$ cat src/rtl/spi_flash_pkg.sv
// Shared constants for the SPI-flash responder: opcodes, FSM encodings and the JEDEC byte picker.
package spi_flash_pkg;

    localparam logic [7:0] OP_READ  = 8'h03;
    localparam logic [7:0] OP_FAST  = 8'h0B;
    localparam logic [7:0] OP_JEDEC = 8'h9F;

    localparam int unsigned DUMMY_BITS = 8;

    typedef logic [2:0] state_t;

    localparam state_t ST_IDLE   = 3'd0;
    localparam state_t ST_CMD    = 3'd1;
    localparam state_t ST_ADDR   = 3'd2;
    localparam state_t ST_DUMMY  = 3'd3;
    localparam state_t ST_DATA   = 3'd4;
    localparam state_t ST_ID     = 3'd5;
    localparam state_t ST_IGNORE = 3'd6;

    function automatic logic [7:0] id_byte(input logic [23:0] id, input logic [1:0] idx);
        logic [7:0] b;
        case (idx)
            2'd0:    b = id[23:16];
            2'd1:    b = id[15:8];
            default: b = id[7:0];
        endcase
        return b;
    endfunction

endpackage

$ cat src/rtl/spi_flash_responder_sync.sv
// Brings the asynchronous SPI pins into the clk domain and derives sck/csb edge pulses.
module spi_pin_sync #(
    parameter int SYNC_STG = 2
) (
    input  logic clk,
    input  logic RSTB,
    input  logic csb_i,
    input  logic sck_i,
    input  logic mosi_i,
    output logic csb_o,
    output logic mosi_o,
    output logic sck_rise_o,
    output logic sck_fall_o,
    output logic csb_fall_o,
    output logic csb_rise_o
);

    logic [SYNC_STG-1:0] csb_q;
    logic [SYNC_STG-1:0] sck_q;
    logic [SYNC_STG-1:0] mosi_q;
    logic                csb_prev_q;
    logic                sck_prev_q;

    // Synchronizer chains plus one extra flop per control pin for edge detection.
    always_ff @(posedge clk) begin
        if (RSTB) begin
            csb_q      <= {SYNC_STG{1'b1}};
            sck_q      <= {SYNC_STG{1'b0}};
            mosi_q     <= {SYNC_STG{1'b0}};
            csb_prev_q <= 1'b1;
            sck_prev_q <= 1'b0;
        end else begin
            csb_q      <= {csb_q[SYNC_STG-2:0], csb_i};
            sck_q      <= {sck_q[SYNC_STG-2:0], sck_i};
            mosi_q     <= {mosi_q[SYNC_STG-2:0], mosi_i};
            csb_prev_q <= csb_q[SYNC_STG-1];
            sck_prev_q <= sck_q[SYNC_STG-1];
        end
    end

    assign csb_o      = csb_q[SYNC_STG-1];
    assign mosi_o     = mosi_q[SYNC_STG-1];
    // sck activity while deselected never reaches the FSM.
    assign sck_rise_o = sck_q[SYNC_STG-1] & ~sck_prev_q & ~csb_o;
    assign sck_fall_o = ~sck_q[SYNC_STG-1] & sck_prev_q & ~csb_o;
    assign csb_fall_o = ~csb_o & csb_prev_q;
    assign csb_rise_o = csb_o & ~csb_prev_q;

endmodule

$ cat src/rtl/spi_flash_responder.sv
// SPI-flash responder (mode 0): READ 0x03 and JEDEC-ID 0x9F served from a synchronous memory port.
// Define SPI_FLASH_FASTREAD_EN to also accept FAST READ 0x0B with 8 dummy clocks.
module spi_flash_responder
    import spi_flash_pkg::*;
#(
    parameter int          ADDR_W   = 24,
    parameter logic [23:0] JEDEC_ID = 24'hEF4016,
    parameter int          SYNC_STG = 2
) (
    input  logic              clk,
    input  logic              RSTB,
    input  logic              spi_csb,
    input  logic              spi_sck,
    input  logic              spi_mosi,
    output logic              spi_miso,
    output logic              spi_miso_oe,
    output logic [ADDR_W-1:0] mem_addr,
    output logic              mem_rd,
    input  logic [7:0]        mem_rdata,
    output logic              busy,
    output logic              cmd_err
);

    logic csb_s, mosi_s, sck_rise_s, sck_fall_s, csb_fall_s, csb_rise_s;

    spi_pin_sync #(.SYNC_STG(SYNC_STG)) u_sync (
        .clk        (clk),
        .RSTB       (RSTB),
        .csb_i      (spi_csb),
        .sck_i      (spi_sck),
        .mosi_i     (spi_mosi),
        .csb_o      (csb_s),
        .mosi_o     (mosi_s),
        .sck_rise_o (sck_rise_s),
        .sck_fall_o (sck_fall_s),
        .csb_fall_o (csb_fall_s),
        .csb_rise_o (csb_rise_s)
    );

    state_t            state_q, state_d;
    logic [4:0]        bit_cnt_q, bit_cnt_d;
    logic [22:0]       shift_q, shift_d;
    logic [ADDR_W-1:0] addr_q, addr_d;
    logic [6:0]        tx_q, tx_d;
    logic [2:0]        tx_cnt_q, tx_cnt_d;
    logic [1:0]        id_idx_q, id_idx_d;
    logic              miso_q, miso_d, oe_q, oe_d;
    logic              rd_q, rd_d, rd_dly_q, err_q, err_d, busy_q;
    logic [7:0]        buf_q;
    logic [23:0]       shift_in_s;
    logic [7:0]        byte_src_s, id_byte_s;
`ifdef SPI_FLASH_FASTREAD_EN
    localparam logic [4:0] DUMMY_LAST = 5'(DUMMY_BITS - 1);
    logic fast_q, fast_d;
`endif

    assign shift_in_s = {shift_q, mosi_s};
    // The first byte after ADDR is needed before it has settled into buf_q.
    assign byte_src_s = rd_dly_q ? mem_rdata : buf_q;
    assign id_byte_s  = id_byte(JEDEC_ID, id_idx_q);

    // Next-state logic for the command FSM, shifters and address counter.
    always_comb begin
        state_d   = state_q;
        bit_cnt_d = bit_cnt_q;
        shift_d   = shift_q;
        addr_d    = addr_q;
        tx_d      = tx_q;
        tx_cnt_d  = tx_cnt_q;
        id_idx_d  = id_idx_q;
        miso_d    = miso_q;
        rd_d      = 1'b0;
        err_d     = 1'b0;
`ifdef SPI_FLASH_FASTREAD_EN
        fast_d    = fast_q;
`endif
        if (csb_s || csb_rise_s) begin
            state_d   = ST_IDLE;
            bit_cnt_d = 5'd0;
            tx_cnt_d  = 3'd0;
        end else begin
            case (state_q)
                ST_IDLE: begin
                    if (csb_fall_s) begin
                        state_d   = ST_CMD;
                        bit_cnt_d = 5'd0;
                    end else begin
                        state_d = ST_IDLE;
                    end
                end
                ST_CMD: begin
                    if (sck_rise_s) begin
                        shift_d = shift_in_s[22:0];
                        if (bit_cnt_q == 5'd7) begin
                            bit_cnt_d = 5'd0;
                            tx_cnt_d  = 3'd0;
                            id_idx_d  = 2'd0;
`ifdef SPI_FLASH_FASTREAD_EN
                            fast_d    = (shift_in_s[7:0] == OP_FAST);
`endif
                            case (shift_in_s[7:0])
                                OP_READ:  state_d = ST_ADDR;
                                OP_JEDEC: state_d = ST_ID;
`ifdef SPI_FLASH_FASTREAD_EN
                                OP_FAST:  state_d = ST_ADDR;
`endif
                                default: begin
                                    state_d = ST_IGNORE;
                                    err_d   = 1'b1;
                                end
                            endcase
                        end else begin
                            bit_cnt_d = bit_cnt_q + 5'd1;
                        end
                    end else begin
                        bit_cnt_d = bit_cnt_q;
                    end
                end
                ST_ADDR: begin
                    if (sck_rise_s) begin
                        shift_d = shift_in_s[22:0];
                        if (bit_cnt_q == 5'd23) begin
                            bit_cnt_d = 5'd0;
                            tx_cnt_d  = 3'd0;
                            addr_d    = shift_in_s[ADDR_W-1:0];
                            rd_d      = 1'b1;
`ifdef SPI_FLASH_FASTREAD_EN
                            state_d   = fast_q ? ST_DUMMY : ST_DATA;
`else
                            state_d   = ST_DATA;
`endif
                        end else begin
                            bit_cnt_d = bit_cnt_q + 5'd1;
                        end
                    end else begin
                        bit_cnt_d = bit_cnt_q;
                    end
                end
`ifdef SPI_FLASH_FASTREAD_EN
                ST_DUMMY: begin
                    if (sck_rise_s) begin
                        if (bit_cnt_q == DUMMY_LAST) begin
                            bit_cnt_d = 5'd0;
                            state_d   = ST_DATA;
                        end else begin
                            bit_cnt_d = bit_cnt_q + 5'd1;
                        end
                    end else begin
                        bit_cnt_d = bit_cnt_q;
                    end
                end
`endif
                ST_DATA: begin
                    if (sck_fall_s) begin
                        if (tx_cnt_q == 3'd0) begin
                            miso_d   = byte_src_s[7];
                            tx_d     = byte_src_s[6:0];
                            tx_cnt_d = 3'd7;
                            addr_d   = addr_q + {{(ADDR_W-1){1'b0}}, 1'b1};
                            rd_d     = 1'b1;
                        end else begin
                            miso_d   = tx_q[6];
                            tx_d     = {tx_q[5:0], 1'b0};
                            tx_cnt_d = tx_cnt_q - 3'd1;
                        end
                    end else begin
                        miso_d = miso_q;
                    end
                end
                ST_ID: begin
                    if (sck_fall_s) begin
                        if (tx_cnt_q == 3'd0) begin
                            miso_d   = id_byte_s[7];
                            tx_d     = id_byte_s[6:0];
                            tx_cnt_d = 3'd7;
                            id_idx_d = (id_idx_q == 2'd2) ? 2'd0 : id_idx_q + 2'd1;
                        end else begin
                            miso_d   = tx_q[6];
                            tx_d     = {tx_q[5:0], 1'b0};
                            tx_cnt_d = tx_cnt_q - 3'd1;
                        end
                    end else begin
                        miso_d = miso_q;
                    end
                end
                ST_IGNORE: state_d = ST_IGNORE;
                default:   state_d = ST_IDLE;
            endcase
        end
        oe_d = (state_d == ST_DATA) || (state_d == ST_ID);
    end

    // State registers; MISO is forced low whenever the output is not enabled.
    always_ff @(posedge clk) begin
        if (RSTB) begin
            state_q   <= ST_IDLE;
            bit_cnt_q <= 5'd0;
            shift_q   <= 23'd0;
            addr_q    <= {ADDR_W{1'b0}};
            tx_q      <= 7'd0;
            tx_cnt_q  <= 3'd0;
            id_idx_q  <= 2'd0;
            miso_q    <= 1'b0;
            oe_q      <= 1'b0;
            rd_q      <= 1'b0;
            rd_dly_q  <= 1'b0;
            err_q     <= 1'b0;
            busy_q    <= 1'b0;
            buf_q     <= 8'd0;
`ifdef SPI_FLASH_FASTREAD_EN
            fast_q    <= 1'b0;
`endif
        end else begin
            state_q   <= state_d;
            bit_cnt_q <= bit_cnt_d;
            shift_q   <= shift_d;
            addr_q    <= addr_d;
            tx_q      <= tx_d;
            tx_cnt_q  <= tx_cnt_d;
            id_idx_q  <= id_idx_d;
            miso_q    <= miso_d & oe_d;
            oe_q      <= oe_d;
            rd_q      <= rd_d;
            rd_dly_q  <= rd_q;
            err_q     <= err_d;
            busy_q    <= ~csb_s;
            buf_q     <= rd_dly_q ? mem_rdata : buf_q;
`ifdef SPI_FLASH_FASTREAD_EN
            fast_q    <= fast_d;
`endif
        end
    end

    assign spi_miso    = miso_q;
    assign spi_miso_oe = oe_q;
    assign mem_addr    = addr_q;
    assign mem_rd      = rd_q;
    assign busy        = busy_q;
    assign cmd_err     = err_q;

endmodule

$ cat config.mk
export PLATFORM = sky130hd
export DESIGN_NAME = spi_flash_responder
export DESIGN_NICKNAME = d
export VERILOG_FILES = /design/src/rtl/spi_flash_pkg.sv /design/src/rtl/spi_flash_responder_sync.sv /design/src/rtl/spi_flash_responder.sv
export SDC_FILE = /design/constraint.sdc
export NUM_CORES = 1
export LEC_CHECK = 0
export ABC_AREA = 1
export ABC_CLOCK_PERIOD_IN_PS = 2100
export CORE_ASPECT_RATIO = 1.75
export CORE_MARGIN = 2
export CORE_UTILIZATION = 59
export CTS_BUF_LIST = sky130_fd_sc_hd__clkbuf_8
export DETAILED_ROUTE_END_ITERATION = 10
export GPL_ROUTABILITY_DRIVEN = 0
export HOLD_SLACK_MARGIN = 0.1
export PLACE_DENSITY_LB_ADDON = 0.12
export SYNTH_ARGS = -nofsm -noshare
export SYNTH_HDL_FRONTEND = slang
export SYNTH_SLANG_ARGS = --single-unit
$ cat constraint.sdc
create_clock -name clk -period 2.1 [get_ports clk]
set_input_delay 0.42 -clock clk [delete_from_list [all_inputs] [get_ports clk]]
set_output_delay 0.42 -clock clk [all_outputs]
set_load 0.005 [all_outputs]
==> impl_metrics.tcl, run 1 <==
set metrics [dict create \
    rrSetupSlack_ns 0.26 \
    ant_nets 0 \
    die_h_um 119 \
    synth_commonest_cells "150 x nand2_1, 113 x nor2_1, 89 x dfxtp_1, 66 x inv_1, 59 x a21oi_1" \
    yosys_warnings 0 \
    track_usage_pct 27.5 \
    path_max_fanout 16 \
    drive_above_1_share_pct 6.99 \
    crit_path_end_kind "register" \
    route.detailed.drc 0 \
    clock_latency_ns 0.37 \
    initial_core_util_pct 61.1 \
    grt_max_degree 35 \
    finish.net_count 727 \
    vias 4495 \
    cts_buffers 9 \
    syn_inst 667 \
    timing.rr.start "tx_cnt_q[0]" \
    cts_hold_buffers 0 \
    numPortBuffers 41 \
    ios 42 \
    irDropWorstVdd_mv 0.621 \
    maxSlewViolCount 0 \
    core-area_mm2 0.00728 \
    final.setup_skew_ns 0.00821 \
    hpwl_um 8360 \
    fillCellCount 628 \
    status "finished clean" \
    synth_top_cell_area_share_pct 40.0 \
    yosysSeqAreaShare_pct 40.0 \
    overflow 0 \
    synth_top_area_cell "dfxtp_1" \
    clock-root-buffer "clkbuf_8" \
    rsz0062_at_grt "no" \
    syn_area_mm2 0.00445 \
    ys_ff_latch 89 \
    post_cts_resized 0 \
    drt_iter0_markers 418 \
    min_from "u_sync.sck_q[0]" \
    min_path_type "reg -> reg" \
    wl_per_cell_um 14.1 \
    cellLeakagePower_nw 1.85 \
    viasPerCell 5.61 \
    clock-sinks 89 \
    finalSetupViolations 0 \
    hold_viol 0 \
    clk_path_buf_depth 2 \
    antenna_cells 0 \
    fp.dieW_um 69.7 \
    h-tree-depth 3 \
    fin_setup_tns_ns 0 \
    yosysMostFrequentCell "nand2_1" \
    worstSetupPathType "reg -> reg" \
    ys.flop_type "dfxtp_1" \
    wirelength_um 11300 \
    antenna_found_initial 0 \
    syn-num-nets 684 \
    worstHoldEndpoint "u_sync.sck_q[1]" \
    async_flop_share_pct 0 \
    maxCapViolCount 0 \
    ys_top_cells_by_area "dfxtp_1 40%, nand2_1 13%, nor2_1 9.5%, a21oi_1 6.6%, o21ai_0 5.8%" \
    syn_to_final_growth_pct 15.6 \
    num_rows 41 \
    crit_required_ns 2.37 \
    layout_min_cycle_time_ns 1.84 \
    relSlewSlack_pct 67.0 \
    setup_ws_ns 0.255 \
    tightest_slew_ns 0.493 \
    syn_area_per_cell_um2 6.67 \
    grt_pass1_vias 4124 \
    synth.distinct_cells 38 \
    clk_pin_slew_ns 0.09 \
    worstPathArrival_ns 2.12 \
    rr_endpoint "mem_addr[8]" \
    start_kind "register" \
    dieArea_mm2 0.00828 \
    grt_pass1_wl_um 18400 \
    firstDrtPassIters 5 \
    preCtsSetupSlack_ns 0.150 \
    holdPathStages 2 \
    r2r_cells 12 \
    synth_edf_count 0 \
    final_util_pct 70.7 \
    max_freq_mhz 542 \
    period_share_pct 87.8 \
    p_per_area_mw_per_mm2 559 \
    cts_tree "yes" \
]
-- timing repair --
| action | CTS | global route |
|---|---|---|
| endpoints found under the setup margin | 0 | 5 |
| buffers inserted | 0 | 2 |
| endpoints found under the hold margin | 0 | 0 |
-- report_power, final --
| part | leakage [nW] | switching [mW] | internal (mW) |
|---|---|---|---|
| registers | 0.718 | 0.00501 | 1.69 |
| clock network | 0.0887 | 0.629 | 0.464 |
| logic | 1.04 | 0.0475 | 0.0406 |
| total | 1.85 | 0.682 | 2.20 |
-- state kept, by name (all words and copies together) (netlist names), 2 cells and up --
signal	flops
bit_cnt_q	5
buf_q	8
id_idx_q	2
mem_addr	24
shift_q	23
state_q	3
tx_cnt_q	3
tx_q	7
u_sync.csb_q	2
u_sync.mosi_q	2
u_sync.sck_q	2
-- how the worst max path moves through the flow --
stage	from	end	slack (ns)	cells after the start
after global routing	tx_cnt_q[0]	mem_addr[8]	0.08	12
after floorplan	tx_cnt_q[0]	mem_addr[3]	0.51	12
after global placement	bit_cnt_q[0]	mem_addr[22]	0.23	9
after detailed placement	tx_cnt_q[0]	mem_addr[17]	0.15	12
final	tx_cnt_q[0]	mem_addr[8]	0.26	12
after CTS	tx_cnt_q[0]	mem_addr[17]	0.13	12
-- metal layers --
metal | GRT usage [%] | wire length (µm) | up-vias
met3 | 3.30 | 381 | 41
met4 | 19.1 | 617 | 0
li1 | - | - | 2246
met5 | 0 | 0 | -
met1 | 28.6 | 4300 | 2064
met2 | 50.1 | 5960 | 144
-- kinds of logic (layout without fill, tap and decap cells) --
| group | Yosys count | count (layout) | synth area share [%] |
|---|---|---|---|
| AO/OA/AOI/OAI | 132 | 132 | 16.1 |
| XOR/XNOR | 3 | 3 | 0.590 |
| adder cells (fa/ha/maj) | 4 | 4 | 1.12 |
| buffers and inverters | 94 | 142 | 8.52 |
| flip-flops | 89 | 89 | 40.0 |
| multiplexers | 6 | 6 | 1.35 |
| AND/OR/NAND/NOR | 339 | 339 | 32.3 |
-- worst max-delay path, stage by stage, from the launching register on --
cell and delay [ns]:
dfxtp_1 0.32, inv_1 0.10, ha_1 0.15, inv_1 0.06, nor2_4 0.17, inv_2 0.13, nor2_1 0.14, nand2_1 0.12
nand2_4 0.09, buf_4 0.21, nand2_1 0.06, o21ai_0 0.14, nor2_1 0.05
-- final cells by class --
class	count	area [µm²]	share of cell area, %
multi-input combinational	484	2290	44.5
sequential	89	1780	34.6
timing repair buffer	53	513	9.97
inverter	73	274	5.32
clock buffer	10	138	2.67
tap	86	108	2.09
clock inverter	6	42.5	0.826
-- per-stage QoR --
stage          cells  hold WS (ns)  cell area [µm²]  total power [mW]
6_report         801         0.409             5150              2.88
5_1_grt          801         0.431             5150              2.98
4_1_cts          799         0.412             5130              2.90
3_5_place_dp     783         0.398             4950              1.82
3_3_place_gp     783         0.396             4950              1.82
2_1_floorplan    667         0.388             4450              1.78
-- placed cells by master, fill, tap and decap left out, types with 6 or more instances in the layout --
master and count:
nand2_1 150, inv_1 66, nor3_1 8, nand3_1 46, nand4_1 6, clkdlybuf4s50_1 41
dfxtp_1 89, o21ai_0 52, buf_4 11, a21oi_1 59, mux2i_1 6, clkbuf_8 10
nor2_1 113, inv_2 7
(Power assumes the default switching activity.)
==> inputs of run 2 (changes only) <==
Settings changed: GPL_TIMING_DRIVEN set to 0.
==> run 2 against run 1 <==
Against the previous run: first-iteration DRC count shrank 43%; largest cell class unchanged; highest routed layer unchanged; via count grew 0.36%; hold slack lost 0.0020 ns; critical path depth shrank 4; wire length grew 7.7%; setup slack lost 0.056 ns.
==> impl_metrics.tcl, run 2 (synthesis gave the netlist of run 1 again) <==
set metrics [dict create \
    final_cell_mix "150 x nand2_1, 113 x nor2_1, 89 x dfxtp_1" \
    num_rows 41 \
    cts_tree "yes" \
    initial_core_util_pct 61.1 \
    wl_per_cell_um 15.0 \
    relSlewSlack_pct 51.6 \
    drive_above_1_share_pct 6.64 \
    clock_latency_ns 0.38 \
    h-tree-depth 3 \
    start_kind "register" \
    worstPathArrival_ns 2.19 \
    status "finished clean" \
    min_path_type "reg -> reg" \
    largest_register_ffs 24 \
    fillCellCount 631 \
    total_power_mw 3.27 \
    grt_max_degree 16 \
    path_max_fanout 10 \
    firstDrtPassIters 5 \
    ios 42 \
    fp.dieW_um 69.7 \
    final.setup_skew_ns 0.00518 \
    maxCapViolCount 0 \
    finalNonFillerCells 809 \
    antenna_cells 0 \
    clk_path_buf_depth 2 \
    final_common_cell "nand2_1" \
    drt_iter0_markers 239 \
    worstSetupPathType "reg -> reg" \
    finalInstanceArea_mm2 0.00521 \
    finish.net_count 735 \
    setup_ws_ns 0.199 \
    fin_setup_tns_ns 0 \
    hpwl_um 9310 \
    preCtsSetupSlack_ns 0.205 \
    wirelength_um 12100 \
    rsz0062_at_grt "no" \
    numPortBuffers 40 \
    irDropWorstVdd_mv 0.515 \
    clock-sinks 89 \
    antenna_found_initial 0 \
    clk_pin_slew_ns 0.09 \
    syn_to_final_growth_pct 17.1 \
    layout_min_cycle_time_ns 1.90 \
    overflow 0 \
    final_util_pct 71.6 \
    max_freq_mhz 526 \
    tightest_slew_ns 0.723 \
    track_usage_pct 30.2 \
    clock-root-buffer "clkbuf_8" \
    period_share_pct 90.5 \
    maxSlewViolCount 0 \
    viasPerCell 5.58 \
    cts_hold_buffers 0 \
    vias 4511 \
    cellLeakagePower_nw 1.87 \
    cts_buffers 9 \
    ant_nets 0 \
    route.detailed.drc 0 \
    crit_path_end_kind "register" \
    finalSetupViolations 0 \
    hold_ws_ns 0.407 \
    core-area_mm2 0.00728 \
    placed_area_mm2 0.00496 \
    crit_required_ns 2.39 \
    grt_pass1_wl_um 19700 \
    grt_pass1_vias 4312 \
    hold_viol 0 \
    die_h_um 119 \
    dieArea_mm2 0.00828 \
    dp_cells 793 \
    p_per_area_mw_per_mm2 627 \
]
## run 2: cell count changes in the layout (fill, tap and decap cells not counted), moves of 2 or more
cell / delta
clkbuf_1: +11
buf_4: -10
buf_2: +6
bufinv_16: +3
buf_6: +2
clkinv_2: -2
## run 2: area by class of cell
class                      instances  area, µm²  area share, %
timing repair buffer              40        400           7.68
buffer                            21        105           2.02
inverter                          73        274           5.26
clock inverter                     6        114           2.18
tap                               86        108           2.06
clock buffer                      10        138           2.64
multi-input combinational        484       2290           44.0
sequential                        89       1780           34.2
## run 2: final timing paths
| path | start | end | slack [ns] | cells past startpoint |
|---|---|---|---|---|
| setup / recovery | bit_cnt_q[0] | mem_rd | 0.20 | 8 |
| hold / removal | u_sync.mosi_q[0] | u_sync.mosi_q[1] | 0.41 | 2 |
| setup reg to reg | bit_cnt_q[0] | mem_rd | 0.20 | 8 |
| hold reg to reg | u_sync.mosi_q[0] | u_sync.mosi_q[1] | 0.41 | 2 |
## run 2: repair_timing
action	in CTS	in global routing
endpoints found under the hold margin	0	0
buffers inserted	0	0
setup endpoints to repair	0	3
gates resized for setup	0	1
## run 2: critical path, stage by stage, from the launching register on
cell      delay, ns
dfxtp_1        0.38
ha_1           0.19
nand2_1        0.13
nor3_1         0.28
nand3_2        0.18
nand2_4        0.17
inv_2          0.09
buf_6          0.16
a211oi_2       0.21
## run 2: metal layers
layer  GRT usage (%)  vias to the layer above  wire length [µm]
met5               0                        -                 0
met4            22.5                        0               825
li1                -                     2265                 -
met2            55.9                      144              6530
met3            5.84                       53               487
met1            28.5                     2049              4290
## run 2: where the power goes
| group | internal, mW | switching, mW |
|---|---|---|
| combinational | 0.0365 | 0.0531 |
| clock | 0.827 | 0.655 |
| sequential | 1.69 | 0.00417 |
